$ cat config.mk
export PLATFORM = sky130hd
export DESIGN_NAME = multicycle_controller_flat
export DESIGN_NICKNAME = d
export VERILOG_FILES = /design/src/rtl/multicycle_controller_if.sv /design/src/rtl/multicycle_controller.sv /design/src/flat_wrapper.sv
export SDC_FILE = /design/constraint.sdc
export NUM_CORES = 1
export LEC_CHECK = 0
export CAP_MARGIN = 0
export CORE_MARGIN = 2
export CORE_UTILIZATION = 43
export DETAILED_ROUTE_END_ITERATION = 10
export PLACE_DENSITY_LB_ADDON = 0.3
export SYNTH_ARGS = -nofsm -noshare
export SYNTH_HDL_FRONTEND = slang
export SYNTH_SLANG_ARGS = --single-unit
$ cat constraint.sdc
create_clock -name clk -period 2.1 [get_ports clk]
set_input_delay 0.21 -clock clk [delete_from_list [all_inputs] [get_ports clk]]
set_output_delay 0.21 -clock clk [all_outputs]
set_load 0.1 [all_outputs]
$ cat src/rtl/multicycle_controller_if.sv
// Control bus between multicycle_controller and the RV32I datapath: instruction
// fields and ALU flags towards the controller, enables and mux selects back.
interface multicycle_controller_if;
   logic [6:0] opcode;
   logic [2:0] func3;
   logic [6:0] func7;
   logic       zero;
   logic       sign;
   logic       PCWrite;
   logic       AdrSrc;
   logic       MemWrite;
   logic       IRWrite;
   logic       RegWrite;
   logic [1:0] ALUSrcA;
   logic [1:0] ALUSrcB;
   logic [1:0] ResultSrc;
   logic [2:0] ALUControl;
   logic [2:0] ImmSrc;
   logic       instr_done;
   logic [3:0] state;

   modport master (
      input  opcode, func3, func7, zero, sign,
      output PCWrite, AdrSrc, MemWrite, IRWrite, RegWrite, ALUSrcA, ALUSrcB,
             ResultSrc, ALUControl, ImmSrc, instr_done, state
   );

   modport slave (
      output opcode, func3, func7, zero, sign,
      input  PCWrite, AdrSrc, MemWrite, IRWrite, RegWrite, ALUSrcA, ALUSrcB,
             ResultSrc, ALUControl, ImmSrc, instr_done, state
   );
endinterface

$ cat src/rtl/multicycle_controller.sv
// Moore control FSM for the multicycle RV32I datapath (fetch/decode/execute/mem/wb).
// Define CTRL_ILLEGAL_TRAP_EN to halt on illegal instructions instead of treating them as NOPs.
module multicycle_controller (
   input  logic                    clk,
   input  logic                    rst,
   multicycle_controller_if.master bus
);
   typedef enum logic [3:0] {
      FETCH    = 4'h0, DECODE   = 4'h1, MEMADR = 4'h2, MEMREAD = 4'h3,
      MEMWB    = 4'h4, MEMWRITE = 4'h5, EXECR  = 4'h6, EXECI   = 4'h7,
      ALUWB    = 4'h8, BRANCH   = 4'h9, JAL    = 4'hA, JALR    = 4'hB,
      JALRLINK = 4'hC, LUI      = 4'hD, HALT   = 4'hF
   } state_t;

   localparam logic [6:0] OP_R = 7'b0110011, OP_I = 7'b0010011, OP_LW = 7'b0000011,
                          OP_SW = 7'b0100011, OP_BR = 7'b1100011, OP_JAL = 7'b1101111,
                          OP_JALR = 7'b1100111, OP_LUI = 7'b0110111;
   localparam logic [2:0] ALU_ADD = 3'b000, ALU_SUB = 3'b001, ALU_AND = 3'b010,
                          ALU_OR = 3'b011, ALU_XOR = 3'b100, ALU_SLT = 3'b101;
   localparam logic [2:0] IMM_I = 3'b000, IMM_S = 3'b001, IMM_B = 3'b010,
                          IMM_J = 3'b011, IMM_U = 3'b100;

   state_t     state_q, state_d;
   logic [2:0] alu_op;
   logic       alu_ok, legal, br_taken;
   logic       pc_write, adr_src, mem_write, ir_write, reg_write, done;
   logic [1:0] src_a, src_b, result_src;
   logic [2:0] alu_ctrl, imm_src;

   // sign and most func7 bits are unused: SLT-based branches test zero instead.
   logic unused_bits;
   assign unused_bits = ^{bus.sign, bus.func7[6], bus.func7[4:0]};

   // NOTE: state is sequential, so it is assigned with <= only; = here races readers.
   always_ff @(posedge clk or negedge rst) begin
      if (!rst) state_q <= FETCH;
      else      state_q <= state_d;
   end

   always_comb begin
      alu_op = ALU_ADD;
      alu_ok = 1'b1;
      case (bus.func3)
         3'b000:  alu_op = (bus.opcode == OP_R && bus.func7[5]) ? ALU_SUB : ALU_ADD;
         3'b111:  alu_op = ALU_AND;
         3'b110:  alu_op = ALU_OR;
         3'b100:  alu_op = ALU_XOR;
         3'b010:  alu_op = ALU_SLT;
         default: alu_ok = 1'b0;
      endcase
   end

   always_comb begin
      case (bus.opcode)
         OP_R, OP_I:      legal = alu_ok;
         OP_LW, OP_SW:    legal = (bus.func3 == 3'b010);
         OP_BR:           legal = bus.func3 inside {3'b000, 3'b001, 3'b100, 3'b101};
         OP_JALR:         legal = (bus.func3 == 3'b000);
         OP_JAL, OP_LUI:  legal = 1'b1;
         default:         legal = 1'b0;
      endcase
   end

   // beq/bge are taken on a zero result, bne/blt on non-zero (SUB and SLT alike).
   always_comb begin
      case (bus.func3)
         3'b000, 3'b101: br_taken = bus.zero;
         3'b001, 3'b100: br_taken = !bus.zero;
         default:        br_taken = 1'b0;
      endcase
   end

   // NOTE: every output gets a default before the case so no path infers a latch.
   always_comb begin
      state_d    = state_q;
      pc_write   = 1'b0;
      adr_src    = 1'b0;
      mem_write  = 1'b0;
      ir_write   = 1'b0;
      reg_write  = 1'b0;
      done       = 1'b0;
      src_a      = 2'b00;
      src_b      = 2'b00;
      result_src = 2'b00;
      alu_ctrl   = ALU_ADD;
      imm_src    = IMM_I;
      case (state_q)
         FETCH: begin
            ir_write = 1'b1; src_b = 2'b10; result_src = 2'b10; pc_write = 1'b1;
            state_d  = DECODE;
         end
         DECODE: begin
            src_a   = 2'b01; src_b = 2'b01;
            imm_src = (bus.opcode == OP_JAL) ? IMM_J : IMM_B;
            if (!legal) begin
`ifdef CTRL_ILLEGAL_TRAP_EN
               state_d = HALT;
`else
               state_d = FETCH;
               done    = 1'b1;
`endif
            end else begin
               case (bus.opcode)
                  OP_LW, OP_SW: state_d = MEMADR;
                  OP_R:         state_d = EXECR;
                  OP_I:         state_d = EXECI;
                  OP_BR:        state_d = BRANCH;
                  OP_JAL:       state_d = JAL;
                  OP_JALR:      state_d = JALR;
                  OP_LUI:       state_d = LUI;
                  default:      state_d = FETCH;
               endcase
            end
         end
         MEMADR: begin
            src_a   = 2'b10; src_b = 2'b01;
            imm_src = (bus.opcode == OP_SW) ? IMM_S : IMM_I;
            state_d = (bus.opcode == OP_SW) ? MEMWRITE : MEMREAD;
         end
         MEMREAD:  begin adr_src = 1'b1; state_d = MEMWB; end
         MEMWB:    begin result_src = 2'b01; reg_write = 1'b1; done = 1'b1; state_d = FETCH; end
         MEMWRITE: begin adr_src = 1'b1; mem_write = 1'b1; done = 1'b1; state_d = FETCH; end
         EXECR:    begin src_a = 2'b10; alu_ctrl = alu_op; state_d = ALUWB; end
         EXECI: begin
            src_a = 2'b10; src_b = 2'b01; alu_ctrl = alu_op; state_d = ALUWB;
         end
         ALUWB:    begin reg_write = 1'b1; done = 1'b1; state_d = FETCH; end
         BRANCH: begin
            src_a    = 2'b10;
            alu_ctrl = bus.func3[2] ? ALU_SLT : ALU_SUB;
            pc_write = br_taken; done = 1'b1; state_d = FETCH;
         end
         JAL: begin
            src_a = 2'b01; src_b = 2'b10; pc_write = 1'b1; state_d = ALUWB;
         end
         JALR: begin
            src_a = 2'b10; src_b = 2'b01; result_src = 2'b10; pc_write = 1'b1;
            state_d = JALRLINK;
         end
         JALRLINK: begin
            src_a = 2'b01; src_b = 2'b10; result_src = 2'b10; reg_write = 1'b1;
            done  = 1'b1; state_d = FETCH;
         end
         LUI: begin
            imm_src = IMM_U; result_src = 2'b11; reg_write = 1'b1; done = 1'b1;
            state_d = FETCH;
         end
         HALT:    state_d = HALT;
         default: state_d = FETCH;
      endcase
   end

   // Reset gates outputs combinationally so an aborted instruction writes nothing.
   assign bus.PCWrite    = rst & pc_write;
   assign bus.AdrSrc     = rst & adr_src;
   assign bus.MemWrite   = rst & mem_write;
   assign bus.IRWrite    = rst & ir_write;
   assign bus.RegWrite   = rst & reg_write;
   assign bus.instr_done = rst & done;
   assign bus.ALUSrcA    = rst ? src_a      : 2'b00;
   assign bus.ALUSrcB    = rst ? src_b      : 2'b00;
   assign bus.ResultSrc  = rst ? result_src : 2'b00;
   assign bus.ALUControl = rst ? alu_ctrl   : 3'b000;
   assign bus.ImmSrc     = rst ? imm_src    : 3'b000;
   assign bus.state      = rst ? state_q    : 4'h0;
endmodule

$ cat src/flat_wrapper.sv
// flat-port wrapper written by rule: the top's interface ports become plain ports
module multicycle_controller_flat 
  (clk, rst, bus_opcode, bus_func3, bus_func7, bus_zero, bus_sign, bus_PCWrite, bus_AdrSrc, bus_MemWrite, bus_IRWrite, bus_RegWrite, bus_ALUSrcA, bus_ALUSrcB, bus_ResultSrc, bus_ALUControl, bus_ImmSrc, bus_instr_done, bus_state);
  multicycle_controller_if bus_i ();
  input  logic clk;
  input  logic rst;
  input wire logic [$bits(bus_i.opcode)-1:0] bus_opcode;
  input wire logic [$bits(bus_i.func3)-1:0] bus_func3;
  input wire logic [$bits(bus_i.func7)-1:0] bus_func7;
  input wire logic [$bits(bus_i.zero)-1:0] bus_zero;
  input wire logic [$bits(bus_i.sign)-1:0] bus_sign;
  output wire logic [$bits(bus_i.PCWrite)-1:0] bus_PCWrite;
  output wire logic [$bits(bus_i.AdrSrc)-1:0] bus_AdrSrc;
  output wire logic [$bits(bus_i.MemWrite)-1:0] bus_MemWrite;
  output wire logic [$bits(bus_i.IRWrite)-1:0] bus_IRWrite;
  output wire logic [$bits(bus_i.RegWrite)-1:0] bus_RegWrite;
  output wire logic [$bits(bus_i.ALUSrcA)-1:0] bus_ALUSrcA;
  output wire logic [$bits(bus_i.ALUSrcB)-1:0] bus_ALUSrcB;
  output wire logic [$bits(bus_i.ResultSrc)-1:0] bus_ResultSrc;
  output wire logic [$bits(bus_i.ALUControl)-1:0] bus_ALUControl;
  output wire logic [$bits(bus_i.ImmSrc)-1:0] bus_ImmSrc;
  output wire logic [$bits(bus_i.instr_done)-1:0] bus_instr_done;
  output wire logic [$bits(bus_i.state)-1:0] bus_state;
  assign bus_i.opcode = bus_opcode;
  assign bus_i.func3 = bus_func3;
  assign bus_i.func7 = bus_func7;
  assign bus_i.zero = bus_zero;
  assign bus_i.sign = bus_sign;
  assign bus_PCWrite = bus_i.PCWrite;
  assign bus_AdrSrc = bus_i.AdrSrc;
  assign bus_MemWrite = bus_i.MemWrite;
  assign bus_IRWrite = bus_i.IRWrite;
  assign bus_RegWrite = bus_i.RegWrite;
  assign bus_ALUSrcA = bus_i.ALUSrcA;
  assign bus_ALUSrcB = bus_i.ALUSrcB;
  assign bus_ResultSrc = bus_i.ResultSrc;
  assign bus_ALUControl = bus_i.ALUControl;
  assign bus_ImmSrc = bus_i.ImmSrc;
  assign bus_instr_done = bus_i.instr_done;
  assign bus_state = bus_i.state;
  multicycle_controller u_core (.clk(clk), .rst(rst), .bus(bus_i));
endmodule
==> flow_metrics.env <==
export IMPL_outcome="finished clean"
export IMPL_wl_met3_um=189
export IMPL_postCtsHoldBufs=0
export IMPL_synth_adder_area_share_pct=0
export IMPL_yosys_area_share_simple_pct=44.9
export IMPL_hold_class="input port to async pin"
export IMPL_ios=43
export IMPL_dp_hpwl_um=2440
export IMPL_clkSinkCount=4
export IMPL_tightestPinTransition_ns=0.372
export IMPL_synth_xor_area_share_pct=4.08
export IMPL_relSlewSlack_pct=75.1
export IMPL_vias_per_cell=5.87
export IMPL_multi_input_area_um2=777
export IMPL_clock_skew_final_ns=0.00253
export IMPL_firstDrtPassIters=4
export IMPL_synth_edf_count=0
export IMPL_ys_types=47
export IMPL_antenna_cells=0
export IMPL_grt_max_degree=16
export IMPL_power_density_mw_per_mm2=338
export IMPL_drtIter0Drc=41
export IMPL_ys_seq_area_share_pct=11.7
export IMPL_finish_net_count=192
export IMPL_path_clk_slew_ns=0.04
export IMPL_synth_top_family_by_area="simple AND/OR/NAND/NOR gates"
export IMPL_largest_reg_flops=4
export IMPL_fmax_mhz=486
export IMPL_num_vias=1150
export IMPL_grt_pass1_vias=1131
export IMPL_syn_nets=144
export IMPL_ys_warn_count=0
export IMPL_syn_inst=123
export IMPL_hold_viol=0
export IMPL_crit_fanout=11
export IMPL_largest_register="u_core.state_q"
export IMPL_wl_met2_um=1720
export IMPL_avgSynthCellArea_um2=6.98
export IMPL_largestRegisters="u_core.state_q: 4 flops"
export IMPL_period_share_pct=98.0
export IMPL_final_cell_mix="buf_12 (22), buf_4 (18), clkdlybuf4s50_1 (11)"
export IMPL_cp_required_ns=1.89
export IMPL_clk_latency_ns=0.23
export IMPL_layout_drive_gt1_share_pct=42.6
export IMPL_die_y_um=48.7
export IMPL_synth_compound_area_share_pct=30.6
export IMPL_highest_layer="met4"
export IMPL_synth_cell_area_um2=858
export IMPL_met1_length_um=1190
export IMPL_cts_max_level=1
export IMPL_drv_slew=0
export IMPL_tritoncts="yes"
export IMPL_ir_drop_mv=0.341
export IMPL_synth_mux_area_share_pct=1.17
export IMPL_p_leak_uw=0.000701
export IMPL_start_util_pct=44.7
export IMPL_layout_commonest_cell="buf_12"
export IMPL_port_buffers=35
export IMPL_rows=16
export IMPL_cts_buffer_depth=2
export IMPL_ys_ff_latch=4
export IMPL_numCtsBuffers=3
export IMPL_setup_viol=0
export IMPL_nFillCells=101
export IMPL_areaGrowthSynthToFinish_pct=93.6
export IMPL_grt_pass1_wl_um=5160
export IMPL_regArea_um2=103
export IMPL_critical_path_class="register to primary output"
export IMPL_antenna_left=0
export IMPL_fin_util_pct=86.5
export IMPL_drt_total_wl_um=3190
export IMPL_cp_arrival_ns=1.85
export IMPL_grt_total_usage_pct=27.5
export IMPL_grt_overflow=0
export IMPL_drcViolationCount=0
export IMPL_startpoint_type="register"
export IMPL_core_mm2=0.00192
export IMPL_root_buffer="clkbuf_4"
export IMPL_power_total_uw=561
export IMPL_die_area_mm2=0.00237
export IMPL_endpoint_kind="primary output"
export IMPL_gp_congestion=0.942
export IMPL_ys_flop_type="dfrtp_1"
export IMPL_maxCapViolCount=0
export IMPL_antenna_found_initial=0
export IMPL_async_reset_ff_share_pct=100
export IMPL_fin_crit_ns=2.06
export IMPL_drt_wirelength_per_cell_um=16.3
export IMPL_fp_dieW_um=48.7
## cell type report
cell class | instances | area share [%]
clock buffer | 3 | 1.36
inverter | 4 | 0.904
multi-input combinational | 105 | 46.8
sequential | 4 | 6.17
tap | 27 | 2.03
timing repair buffer | 53 | 42.8
## power by group
group | internal (uW) | total (uW) | switching, uW
Combinational | 153 | 387 | 235
Sequential | 80.1 | 82.0 | 1.94
Clock | 63.7 | 92.0 | 28.3
Total | 296 | 561 | 265
## kinds of logic (layout without fill, tap and decap cells)
kind of cell           count (synthesis)  in the layout
XOR/XNOR                               4              4
multiplexers                           1              1
AND/OR/NAND/NOR                       64             64
AO/OA/AOI/OAI                         36             36
flip-flops                             4              4
buffers and inverters                 14             60
## through the flow
stage                     instance area (um2)  setup TNS [ns]  worst slack, ns  cells  hold slack (ns)
after floorplan                           912           -1.22           -0.449    123          -0.0856
after global routing                     1660         -0.0474          -0.0248    196            0.586
final                                    1660               0           0.0421    196            0.559
after detailed placement                 1590         -0.0208          -0.0208    192            0.721
after CTS                                1630               0           0.0153    195            0.518
after global placement                   1590               0           0.0398    192            0.700
## metal layers
layer / vias up / global-route usage [%]
li1: 541 / -
met1: 541 / 30.5
met2: 60 / 51.1
met3: 8 / 4.01
met4: 0 / 12.4
met5: - / 0
## synthesized netlist by cell type (all sizes together), types with 2 or more instances
cell,n,area [um2]
a21oi,6,30.0
nand3b,3,35.0
nor4,4,25.0
or2,3,18.8
dfrtp,4,100
xnor2,2,17.5
a21boi,2,15.0
nor2,12,47.6
inv,4,15.0
xor2,2,17.5
a32o,2,20.0
a21o,3,22.5
buf,4,26.3
nor3,4,20.0
nand2b,6,37.5
and3,3,18.8
a22oi,2,15.0
nor2b,5,31.3
o32ai,2,25.0
nand2,7,26.3
nand3,3,15.0
and2,6,37.5
nor3b,3,22.5
a211oi,3,27.5
o21ai,8,40.0
clkbuf,6,23.8
## worst max-delay path, stage by stage (launching register included)
cell and delay [ns]:
dfrtp_2 0.48, nand2b_1 0.21, or2_0 0.27, o32ai_2 0.27, and2_1 0.21, buf_12 0.18
## timing repair
item / in CTS / in global routing
hold endpoints to repair: 0 / 0
gates cloned: 0 / 0
setup endpoints to repair: 2 / 5
resized for setup: 3 / 7
pin swaps: 1 / 2
buffers inserted: 0 / 1
## worst paths after layout
check,startpoint,end,slack (ns),cells after the start
setup reg to reg,u_core.state_q[3],u_core.state_q[3],0.78,4
hold / removal,rst,u_core.state_q[1],0.56,2
hold reg to reg,u_core.state_q[1],u_core.state_q[1],0.74,2
min in group clk,u_core.state_q[1],u_core.state_q[1],0.74,2
max in group asynchronous,rst,u_core.state_q[3],1.43,2
setup / recovery,u_core.state_q[2],bus_PCWrite,0.04,5
(Power assumes the default switching activity.)
